[src/rtl/lab3_4_rot_cmp.sv]
// Combinational rotation comparator.
// Reports whether q_in is the one-step rotate-left or rotate-right of prev.
//   prev  in  WIDTH  reference sample
//   q_in  in  WIDTH  current sample
//   is_l  out 1      q_in == rol(prev)
//   is_r  out 1      q_in == ror(prev)
// Both flags are set together for rotation-symmetric patterns (0x00, 0xFF, 0x55...).
module lab3_4_rot_cmp #(
    parameter int WIDTH = 8
) (
    input  logic [WIDTH-1:0] prev,
    input  logic [WIDTH-1:0] q_in,
    output logic             is_l,
    output logic             is_r
);

    logic [WIDTH-1:0] rol_prev;
    logic [WIDTH-1:0] ror_prev;

    assign rol_prev = {prev[WIDTH-2:0], prev[WIDTH-1]};
    assign ror_prev = {prev[0], prev[WIDTH-1:1]};

    assign is_l = (q_in == rol_prev);
    assign is_r = (q_in == ror_prev);

endmodule : lab3_4_rot_cmp

[config.mk]
export PLATFORM = sky130hd
export DESIGN_NAME = lab3_4_rot_cmp
export DESIGN_NICKNAME = d
export VERILOG_FILES = /design/src/rtl/lab3_4_rot_cmp.sv
export SDC_FILE = /design/constraint.sdc
export NUM_CORES = 1
export LEC_CHECK = 0
export CORE_AREA = 10 10 47 49
export DETAILED_ROUTE_END_ITERATION = 8
export DIE_AREA = 0 0 57 59
export GPL_ROUTABILITY_DRIVEN = 1
export REMOVE_ABC_BUFFERS = 1
export SYNTH_ARGS = -nofsm -noshare
export SYNTH_HDL_FRONTEND = slang
export SYNTH_SLANG_ARGS = --single-unit
export TNS_END_PERCENT = 1
[constraint.sdc]
create_clock -name vclk -period 0.8
set_input_delay 0.12 -clock vclk [all_inputs]
set_output_delay 0.12 -clock vclk [all_outputs]
set_load 0.02 [all_outputs]
==> results.json <==
{
  "outcome": "complete, but fails checks",
  "violations": "setup timing",
  "hp-class": "input pin to output pin",
  "dieArea_sq_mm": 0.003363,
  "yosys.area.top_type": "xnor2_1",
  "start_util": 0.1232,
  "grt_max_degree": 3,
  "syn_inst": 22,
  "drv_cap": 0,
  "p_leak_nw": 0.2057,
  "core.rowCount": 14,
  "seq_area_sq_um": 0,
  "cp.required_ns": 0.68,
  "pwr-share-comb": 1.000,
  "cp_max_fo": 2,
  "finalSetupTns_ns": -0.1551,
  "crit_type": "input pin to output pin",
  "synth_cell_types": 3,
  "placed_cell_area_sq_um": 372.9,
  "p_per_area_mw_per_mm2": 531.1,
  "design_area_sq_um": 467.9,
  "globalRouteOverflowTotal": 0,
  "grt_setup_unrepaired": "true",
  "grt_pass1_wl_microns": 993,
  "cp-end-kind": "output pin",
  "intPower_w": 0.0001679,
  "drive_above_1_share": 0.7250,
  "ir_worst_vdd_mv": 0.09195,
  "drt-total-wl_microns": 669,
  "mappedNetlistArea_sq_um": 172.7,
  "pre_cts_ws_ns": -0.9461,
  "coreArea_sq_mm": 0.001401,
  "synth.yosys.seq_area_share": 0,
  "antenna_found_initial": 0,
  "max_freq_mhz": 1106,
  "yosys_warnings": 0,
  "start_kind": "input pin",
  "grt_usage": 0.03463,
  "die_w_microns": 57,
  "areaGrowthSynthToFinish_pct": 171.0,
  "cp.arrival_ns": 0.78,
  "setup_viol": 2,
  "syn_avg_cell_area_sq_um": 7.848,
  "routedWlPerCell_microns": 11.95,
  "num_vias": 204,
  "ant_nets": 0,
  "fin_ws_ns": -0.1046,
  "grt_pass1_vias": 250,
  "port_buffers": 18,
  "nFlopsAndLatches": 0,
  "viasPerCell": 3.643,
  "relSlewSlack": 0.9093,
  "gp_congestion": 0.6225,
  "drc_errors": 0,
  "worst_pin_slew_ns": 0.1351,
  "clock_buffers": 0,
  "synthTopCellsByArea": "xnor2_1, nand4_1, nor2_1",
  "fin_crit_sh": 1.131,
  "switchingPower_w": 0.00008064,
  "die_h_microns": 59,
  "switching_share": 0.3245,
  "first_pass_iters": 3,
  "slew_viol_final": 0,
  "power_frac_seq": 0,
  "finalCriticalPeriod_ns": 0.9046,
  "hold_viol_final": 0,
  "netlist.area_leader.share": 0.8116,
  "drtIter0Drc": 1,
  "io_pins": 18,
  "n_antenna_cell": 0,
  "nets": 58,
  "pwr-share-clk": 0
}
## per-stage QoR
step	util	hold slack, ns	std cells	power (W)
after floorplan	-	0.4239	22	0.00007770
after global placement	0.2661	1.461	56	0.0001885
after detailed placement	0.2661	1.462	56	0.0001875
after CTS	0.3009	0.6228	56	0.0002242
after global routing	0.3339	0.6540	56	0.0002661
final	0.3339	0.6268	56	0.0002485
## area by class of cell
class | instances | area [sq um]
repair buffers | 18 | 192.7
multi-input cells | 22 | 255.2
fillers | 156 | 933.4
well taps | 16 | 20.02
## power by group through the flow
stage,combinational (W),clock (W),sequential [W]
6_report,0.000249,0,0
5_1_grt,0.000266,0,0
4_1_cts,0.000224,0,0
3_5_place_dp,0.000188,0,0
3_3_place_gp,0.000188,0,0
2_1_floorplan,0.0000777,0,0
## cell usage in the layout (no fill, tap or decap)
cell / count
buf_6: 12
xnor2_2: 11
xnor2_1: 5
nand4_1: 4
buf_4: 3
nor2_1: 2
buf_8: 2
buf_2: 1
## critical path, stage by stage
cell     delay [ns]
buf_8          0.10
xnor2_2        0.14
nand4_1        0.12
nor2_1         0.14
buf_4          0.16
## final timing paths
kind              depth (start not counted)  slack, ns   end  startpoint
setup / recovery                          5      -0.10  is_l     prev[6]
hold / removal                            5       0.63  is_r     prev[2]
## timing repair
| item | 4_1_cts | 5_1_grt |
|---|---|---|
| resized for setup | 98 | 9 |
| pin swaps | 21 | 4 |
| hold buffers | 0 | 0 |
| endpoints found under the hold margin | 0 | 0 |
| setup endpoints to repair | 2 | 2 |
| setup buffers | 0 | 0 |
## cell usage after synthesis, drive strengths merged
library cell	n
xnor2	16
nor2	2
nand4	4
## kinds of logic (layout without fill, tap and decap cells)
kind of cell,Yosys count,after routing,share of synthesized area
XOR/XNOR,16,16,0.8116
AND/OR/NAND/NOR,6,6,0.1884
buffers and inverters,0,18,0
## per-layer routing
| metal | GRT usage | share of wire | routed length (microns) | up-vias |
|---|---|---|---|---|
| met1 | 0.02745 | 0.26 | 171 | 87 |
| met3 | 0.01717 | 0.13 | 89 | 0 |
| li1 | - | - | - | 110 |
| met5 | 0 | 0 | 0 | - |
| met4 | 0 | 0 | 0 | 0 |
| met2 | 0.07597 | 0.61 | 407 | 7 |
No activity file was read; power rests on OpenSTA's default activity.
